`config.mk`:
```
export PLATFORM = sky130hd
export DESIGN_NAME = sram_arbiter
export DESIGN_NICKNAME = d
export VERILOG_FILES = /design/src/rtl/sram_arbiter_pkg.sv /design/src/rtl/sram_arbiter_rr_arbiter2.sv /design/src/rtl/sram_arbiter.sv
export SDC_FILE = /design/constraint.sdc
export NUM_CORES = 1
export LEC_CHECK = 0
export ABC_AREA = 1
export CAP_MARGIN = 20
export CELL_PAD_IN_SITES_DETAIL_PLACEMENT = 1
export CELL_PAD_IN_SITES_GLOBAL_PLACEMENT = 1
export CORE_MARGIN = 4
export CORE_UTILIZATION = 30
export CTS_BUF_LIST = sky130_fd_sc_hd__clkbuf_4 sky130_fd_sc_hd__clkbuf_8
export CTS_CLUSTER_SIZE = 8
export DETAILED_ROUTE_END_ITERATION = 8
export GPL_ROUTABILITY_DRIVEN = 0
export PLACE_DENSITY = 0.92
export SYNTH_ARGS = -nofsm -noshare
export SYNTH_HDL_FRONTEND = slang
export SYNTH_HIERARCHICAL = 1
export SYNTH_SLANG_ARGS = --single-unit
```
`constraint.sdc`:
```
create_clock -name clk -period 2 [get_ports clk]
set_input_delay 0.3 -clock clk [delete_from_list [all_inputs] [get_ports clk]]
set_output_delay 0.3 -clock clk [all_outputs]
set_load 0.1 [all_outputs]
```
`src/rtl/sram_arbiter_pkg.sv`:
```
// ---------------------------------------------------------------------------
// sram_arbiter_pkg
// Shared definitions for the SRAM port arbiter and neighbouring memory-bus
// blocks: FSM state encoding, read/write direction encoding and the data
// word returned to a master when its transaction is aborted by the watchdog.
// No ports (package).
// ---------------------------------------------------------------------------
package sram_arbiter_pkg;

    typedef enum logic [1:0] {
        ST_IDLE = 2'd0,
        ST_REQ  = 2'd1,
        ST_RESP = 2'd2
    } state_t;

    localparam logic RW_READ  = 1'b0;
    localparam logic RW_WRITE = 1'b1;

    localparam logic [31:0] ERR_DATA = 32'hDEAD_BEEF;

endpackage

```
`src/rtl/sram_arbiter_rr_arbiter2.sv`:
```
// ---------------------------------------------------------------------------
// rr_arbiter2
// Two-way round-robin grant. The grant is combinational from the request
// vector and the remembered last winner; the last winner is only updated
// when the parent actually takes the grant.
// Ports:
//   clk      in   system clock
//   reset    in   asynchronous, active-low reset (last winner -> master 1,
//                 so master 0 wins the first contention)
//   req      in   {m1_valid, m0_valid}
//   update   in   parent is taking the grant this cycle
//   gnt      out  granted master index (0 or 1), meaningful when any_req
//   any_req  out  at least one request is present
// ---------------------------------------------------------------------------
module rr_arbiter2
    import sram_arbiter_pkg::*;
(
    input  logic       clk,
    input  logic       reset,
    input  logic [1:0] req,
    input  logic       update,
    output logic       gnt,
    output logic       any_req
);

    logic last_grant;

    // A lone requester always wins. Under contention the master that did
    // not win last time gets the port, which gives strict alternation when
    // both masters keep requesting.
    always_comb begin
        gnt     = 1'b0;
        any_req = |req;
        case (req)
            2'b01:   gnt = 1'b0;
            2'b10:   gnt = 1'b1;
            2'b11:   gnt = ~last_grant;
            default: gnt = 1'b0;
        endcase
    end

    // Remember who won, but only when the grant is really consumed; idle
    // cycles and cycles spent serving a transaction leave it untouched.
    always_ff @(posedge clk or negedge reset) begin
        if (!reset) begin
            last_grant <= 1'b1;
        end else if (update && any_req) begin
            last_grant <= gnt;
        end
    end

endmodule

```
`src/rtl/sram_arbiter.sv`:
```
// ---------------------------------------------------------------------------
// sram_arbiter
// Shares one SRAM port between instruction fetch (m0) and data load/store
// (m1). A transaction is granted in IDLE, presented to the SRAM in REQ until
// srdy (or until the watchdog gives up), then reported back to the granted
// master with a one-cycle ready pulse in RESP. All outputs are registered.
// Ports:
//   clk, reset              clock; asynchronous active-low reset
//   mN_valid/addr/dtw/rw    master N request, held until mN_ready
//   mN_ready                one-cycle completion pulse
//   mN_dtr                  read data (or ERR_DATA on abort), valid with ready
//   mN_err                  qualifies mN_ready: transaction aborted
//   sval/saddr/sdtw/srw     registered SRAM request
//   srdy/sdtr               SRAM completion and read data
// Parameters:
//   TIMEOUT  REQ cycles without srdy before abort (0 disables the watchdog)
//   CNT_W    watchdog width, 2**CNT_W > TIMEOUT
// ---------------------------------------------------------------------------
module sram_arbiter
    import sram_arbiter_pkg::*;
#(
    parameter int TIMEOUT = 255,
    parameter int CNT_W   = 8
) (
    input  logic        clk,
    input  logic        reset,
    input  logic        m0_valid,
    output logic        m0_ready,
    input  logic [31:0] m0_addr,
    input  logic [31:0] m0_dtw,
    output logic [31:0] m0_dtr,
    input  logic        m0_rw,
    output logic        m0_err,
    input  logic        m1_valid,
    output logic        m1_ready,
    input  logic [31:0] m1_addr,
    input  logic [31:0] m1_dtw,
    output logic [31:0] m1_dtr,
    input  logic        m1_rw,
    output logic        m1_err,
    output logic        sval,
    input  logic        srdy,
    output logic [31:0] saddr,
    output logic [31:0] sdtw,
    input  logic [31:0] sdtr,
    output logic        srw
);

    localparam logic [CNT_W-1:0] WD_LAST = CNT_W'(TIMEOUT - 1);
    localparam logic [CNT_W-1:0] WD_MAX  = '1;

    state_t           state;
    state_t           state_next;
    logic             gnt;
    logic             gnt_q;
    logic             any_req;
    logic             take_grant;
    logic             timeout_hit;
    logic [CNT_W-1:0] wdog;

    rr_arbiter2 u_rr (
        .clk     (clk),
        .reset   (reset),
        .req     ({m1_valid, m0_valid}),
        .update  (take_grant),
        .gnt     (gnt),
        .any_req (any_req)
    );

    assign take_grant  = (state == ST_IDLE) && any_req;

    // The watchdog compares against its value before this cycle's increment,
    // so sval stays up for exactly TIMEOUT cycles. A srdy arriving in that
    // last cycle still completes normally.
    assign timeout_hit = (state == ST_REQ) && !srdy && (TIMEOUT != 0) && (wdog == WD_LAST);

    // State register.
    always_ff @(posedge clk or negedge reset) begin
        if (!reset) begin
            state <= ST_IDLE;
        end else begin
            state <= state_next;
        end
    end

    // Next-state logic: IDLE waits for any request, REQ waits for srdy or
    // the watchdog, RESP always lasts a single cycle so there is one IDLE
    // bubble between consecutive transactions.
    always_comb begin
        state_next = state;
        case (state)
            ST_IDLE: if (any_req) state_next = ST_REQ;
            ST_REQ:  if (srdy || timeout_hit) state_next = ST_RESP;
            ST_RESP: state_next = ST_IDLE;
            default: state_next = ST_IDLE;
        endcase
    end

    // Datapath and registered outputs. The request is latched once at grant
    // time, so later changes on the master's addr/dtw/rw are ignored. The
    // ready/err pulses are set on the way into RESP and cleared by default
    // every other cycle. Read data only overwrites dtr on reads; writes keep
    // the previous value. srdy outside REQ is never looked at.
    always_ff @(posedge clk or negedge reset) begin
        if (!reset) begin
            sval     <= 1'b0;
            saddr    <= '0;
            sdtw     <= '0;
            srw      <= RW_READ;
            gnt_q    <= 1'b0;
            wdog     <= '0;
            m0_ready <= 1'b0;
            m1_ready <= 1'b0;
            m0_err   <= 1'b0;
            m1_err   <= 1'b0;
            m0_dtr   <= '0;
            m1_dtr   <= '0;
        end else begin
            m0_ready <= 1'b0;
            m1_ready <= 1'b0;
            m0_err   <= 1'b0;
            m1_err   <= 1'b0;

            if (take_grant) begin
                sval  <= 1'b1;
                saddr <= gnt ? m1_addr : m0_addr;
                sdtw  <= gnt ? m1_dtw  : m0_dtw;
                srw   <= gnt ? m1_rw   : m0_rw;
                gnt_q <= gnt;
                wdog  <= '0;
            end

            if (state == ST_REQ) begin
                if (srdy) begin
                    sval <= 1'b0;
                    if (srw == RW_READ) begin
                        if (gnt_q) m1_dtr <= sdtr;
                        else       m0_dtr <= sdtr;
                    end
                    if (gnt_q) m1_ready <= 1'b1;
                    else       m0_ready <= 1'b1;
                end else if (timeout_hit) begin
                    sval <= 1'b0;
                    if (gnt_q) begin
                        m1_dtr   <= ERR_DATA;
                        m1_ready <= 1'b1;
                        m1_err   <= 1'b1;
                    end else begin
                        m0_dtr   <= ERR_DATA;
                        m0_ready <= 1'b1;
                        m0_err   <= 1'b1;
                    end
                end else if (wdog != WD_MAX) begin
                    wdog <= wdog + 1'b1;
                end
            end
        end
    end

endmodule

```
[Word level (Yosys, flattened, before mapping)]
Cells that the tools add are included.
Cells by class
  multiplexer cells: 38
  div/mod/pow operators: 0
  magnitude comparators: 0
  multipliers: 0
  reduce and logical (&&, ||, !) cells: 12
  eq/ne operators: 8
  bitwise operators: 2
  shift-type cells: 0
  add/sub/neg operators: 1
Operator list (count)
  $mux W32: 12
  $mux W8: 5
  $mux W1: 17
  $add A8 B1 Y8 const B: 1
  $eq A8 B8 Y1 const B: 1
  $ne A8 B8 Y1 const B: 1
  $reduce_and A4 Y1: 2
  $ne A2 B2 Y1 const B: 3
  $eq A2 B2 Y1 const B: 2
  $logic_and A1 B1 Y1: 4
  $mux W2: 2
  $pmux W2 S2: 1
  $eq A2 B1 Y1 const B: 1
  $logic_not A2 Y1: 1
  $not A1 Y1: 2
  $pmux W1 S2: 1
  $reduce_and A2 Y1: 1
  $reduce_bool A2 Y1: 1
  $reduce_or A2 Y1: 1
  $logic_not A1 Y1: 1
  $logic_or A1 B1 Y1: 1
Word-level totals
  memories kept: 0
  memory bits (writable): 0
  bits in read-only memories: 0
  register bits: 146
  bits in latches: 0
  input bits: 167
  word-level logic and storage cells: 75
  output and inout port bits: 134

[Longest topological paths before layout]
Gate-level depths: netlist of the first run.
  depth after elaboration: 7
  mapped depth: 10
  gate-level depth less buffers: 9

[By module]
Netlist of the first run, hierarchy kept.
Modules (own cells, without submodules)
  sram_arbiter: area an instance 6532.5 µm², sequential area each 3628.5 µm², cells each 786, instances 1
  rr_arbiter2: area an instance 61.3 µm², sequential area each 26.3 µm², cells each 8, instances 1

[Worst setup path before layout of the first run]
No wires, ideal clock.
  path type: register to register
  start: register srw
  end: register m1_dtr[0]
  path buffers: 1
  data arrival time: 1.704 ns
  path slack: 0.229 ns
  clock period less this slack: 1.771 ns
  data required time: 1.933 ns
  cell stages (with the launch flop): 6
  cells stage by stage: dfrtp_1 > nand2_1 > nand3_2 > buf_2 > nand2_1 > nand2_1
Between the ends
  longest elaborated chain between the ends: 2
Ends and longest elaborated chain
  start, declared: RTL line sram_arbiter.sv:46  | output logic srw
  start signal, assigned: RTL line sram_arbiter.sv:128  | srw <= gnt ? m1_rw : m0_rw;
  $ne A2 B2 Y1 (no source line)
  $reduce_and A4 Y1 (no source line)
  end signal, assigned: RTL line sram_arbiter.sv:137  | if (gnt_q) m1_dtr <= sdtr;
  end, declared: RTL line sram_arbiter.sv:38  | output logic [31:0] m1_dtr,
No other way between the ends.
A chain may end at the register's enable or synchronous reset.

[Worst setup path in the final report of the first run]
  start: register wdog[0]
  end: register m0_dtr[23]
Between the ends
  longest elaborated chain between the ends: 4
Ends and longest elaborated chain
  start, declared: RTL line sram_arbiter.sv:59  | logic [CNT_W-1:0] wdog;
  start signal, assigned: RTL line sram_arbiter.sv:154  | wdog <= wdog + 1'b1;
  $eq A8 B8 Y1: RTL line sram_arbiter.sv:75  | assign timeout_hit = (state == ST_REQ) && !srdy && (TIMEOUT != 0) && (wdog == WD_LAST);
  $logic_and A1 B1 Y1: RTL line sram_arbiter.sv:75
  $reduce_bool A2 Y1 (no source line)
  $reduce_and A4 Y1 (no source line)
  end signal, assigned: RTL line sram_arbiter.sv:138  | else m0_dtr <= sdtr;
  end, declared: RTL line sram_arbiter.sv:31  | output logic [31:0] m0_dtr,
No other way between the ends.

==> results of run 1 <==
[critical path: cells and delay by family (launching register included)]
family                     cells  cell delay, ps
adders and majority gates      1             200
DFF                            1             440
buffers and inverters          3             410
and+or+nand+nor                4             430
AOI/OAI and AO/OA              1             260
[per-layer routing]
layer | vias up | routed length [um] | part of all wire (%) | global-route usage, %
met4 | 0 | 650 | 2.5 | 6.57
li1 | 3191 | - | - | -
met2 | 260 | 12800 | 50 | 35.2
met1 | 3326 | 9780 | 38 | 24.6
met5 | - | 0 | 0 | 0
met3 | 27 | 2400 | 9.4 | 6.66
[worst max path at each step]
stage,from,depth (start not counted),slack (ps),to
detailed placement,srdy,9,10,m1_dtr[7]$_DFFE_PN0P_
CTS,wdog[0]$_DFF_PN0_,9,130,m0_dtr[3]$_DFFE_PN0P_
finish,wdog[0]$_DFF_PN0_,9,170,m0_dtr[23]$_DFFE_PN0P_
global route,wdog[0]$_DFF_PN0_,9,30,m0_dtr[7]$_DFFE_PN0P_
global placement,m1_valid,10,50,wdog[5]$_DFF_PN0_
floorplan,srw$_DFFE_PN0P_,5,230,m1_dtr[0]$_DFFE_PN0P_
[what timing repair did]
action | 4_1_cts | 5_1_grt
setup endpoints to repair | 0 | 10
gates resized for setup | 0 | 1
endpoints found under the hold margin | 44 | 0
hold buffers | 1 | 0
[Yosys cell counts]
library cell	instances	area (um2)
nand2_1	296	1110
dfrtp_1	145	3630
nor2_1	82	308
a31oi_1	65	407
nand3_1	45	225
clkbuf_1	33	124
nand4_1	33	206
inv_1	24	90.1
or2_2	24	150
buf_2	10	50.1
buf_1	4	15.0
buf_4	3	22.5
buf_6	3	33.8
o21ai_0	3	15.0
o21ai_1	3	15.0
a21oi_1	2	10.0
a21oi_2	2	17.5
ha_1	2	25.0
nand2_2	2	12.5
nor2_2	2	12.5
xor2_1	2	17.5
a21boi_1	1	7.51
a21oi_4	1	16.3
clkinv_1	1	3.75
dfstp_2	1	26.3
nand2_4	1	11.3
nand3_2	1	10.0
nand3b_1	1	7.51
or2_1	1	6.26
xnor2_1	1	8.76
[logic make-up after synthesis]
group | Yosys count | share of synthesized area (%)
buffers and inverters | 78 | 5.14
DFF | 146 | 55.4
adders and majority gates | 2 | 0.379
AOI/OAI and AO/OA | 77 | 7.40
xor gates and xnor gates | 3 | 0.399
and+or+nand+nor | 488 | 31.3
[registers in the layout, summed over array words and instances (netlist names)]
name	cells
m1_ready	1
sval	1
saddr	32
state	2
m0_ready	1
m0_dtr	32
gnt_q	1
sdtw	32
m1_err	1
wdog	8
m1_dtr	32
srw	1
m0_err	1
u_rr/last_grant	1
[through the flow]
stage | area [um2] | std cells | worst slack, ps
after floorplan | 6590 | 794 | 229
after global placement | 9810 | 1350 | 46.8
after detailed placement | 9810 | 1350 | 9.80
after CTS | 10200 | 1383 | 134
after global routing | 10200 | 1383 | 29.7
final | 10200 | 1383 | 174
[cell type report]
class                   instances  share of cell area [%]
flip-flops and latches        146                    35.7
clock buffers                  17                    2.28
repair buffers                335                    30.2
clock inverters                15                    1.84
well taps                     275                    3.36
multi-input cells             570                    25.7
inverters                      25                   0.916
==> qor.yml, run 1 <==
portBuffers: 300
vias: 6804
core_mm2: 0.0213
num-nets-final: 1264
critical_path_class: "reg -> reg"
synth_warnings: 6
grt_max_degree: 48
grt_pass1_vias: 7173
finalCriticalPeriod_ps: 1830
relSlewSlack_pct: 67.3
utilization_pct: 48.2
start_util_pct: 31.0
path_cells: "inv_1 -> ha_1 -> inv_1 -> nor2_2 -> nand2_1 -> a21oi_4 -> buf_4 -> nand3_1 -> nand2_1"
final_common_cell: "nand2_1"
worstPathMaxFanout: 14
drv_cap: 0
tightest_slew_ps: 491
drv_slew: 0
antenna_found_initial: 0
cts_made_buffers: 17
root_buffer: "clkbuf_8"
dieArea_mm2: 0.0244
cpMaxStageDelayCell: "dfrtp_1"
multi_input_area_mm2: 0.00264
fmax_mhz: 548
dpl.hpwl_um: 20000
die_y_um: 156
cp.required_ps: 2370
setup_violations: 0
synth-seq-cells: 146
ant_nets: 0
regArea_mm2: 0.00365
cp.arrival_ps: 2200
wl_per_cell_um: 18.5
htreeDepth: 4
wl_um: 25600
cts_tree: "done"
post_cts_buffers: 0
row_count: 53
regToRegEndpoint: "m0_dtr[23]$_DFFE_PN0P_"
area_delta_synth_final_pct: 55.4
worstRegToRegCells: 9
grtUsageTotal_pct: 20.6
clk_latency_ps: 450
cts.sink_count: 146
drive_gt1_share_pct: 21.6
ios: 301
drt_first_pass_iters: 6
fillCellCount: 2526
fin_tns_setup_ps: 0
antenna_cells: 0
route.detailed.drc: 0
r2r_slack_ps: 170
synth.net_count: 963
vias_per_cell: 4.92
grt-ovfl-total: 0
grt_pass1_wl_um: 39700
status: "complete, no violations"
synth.avg_cell_area_um2: 8.30
rr_startpoint: "wdog[0]$_DFF_PN0_"
ys_types: 30
syn-cell-area_mm2: 0.00659
yosysSeqAreaShare_pct: 55.4
cp_slowest_stage_delay_ps: 440
finClkSkew_ps: 16.0
cp-end-kind: "flip-flop"
first_iter_violations: 255
fin_crit_sh_pct: 91.3
final_cell_mix: "296 x nand2_1, 165 x clkdlybuf4s50_1, 155 x buf_4"
clockBufferDepth: 2
fin_hold_ws_ps: 384
clk_pin_slew_worst_paths_ps: 90
final_hold_viol_count: 0
critPathLaunchType: "flip-flop"
netlist_instances: 794
die_w_um: 156
hold_path.class: "in -> async"
grt_setup_unrepaired: "no"
Power of run 1 is not shown: default switching activity piles up to over one toggle a cycle in this logic, so the estimate is an artifact.
==> run 2: changes to the inputs <==
CAP_MARGIN = 5   (was 20)
==> results of run 2 <==
No change in the layout: final DEF, timing and power equal those of run 1.
Power of run 2 is left out for the same reason.
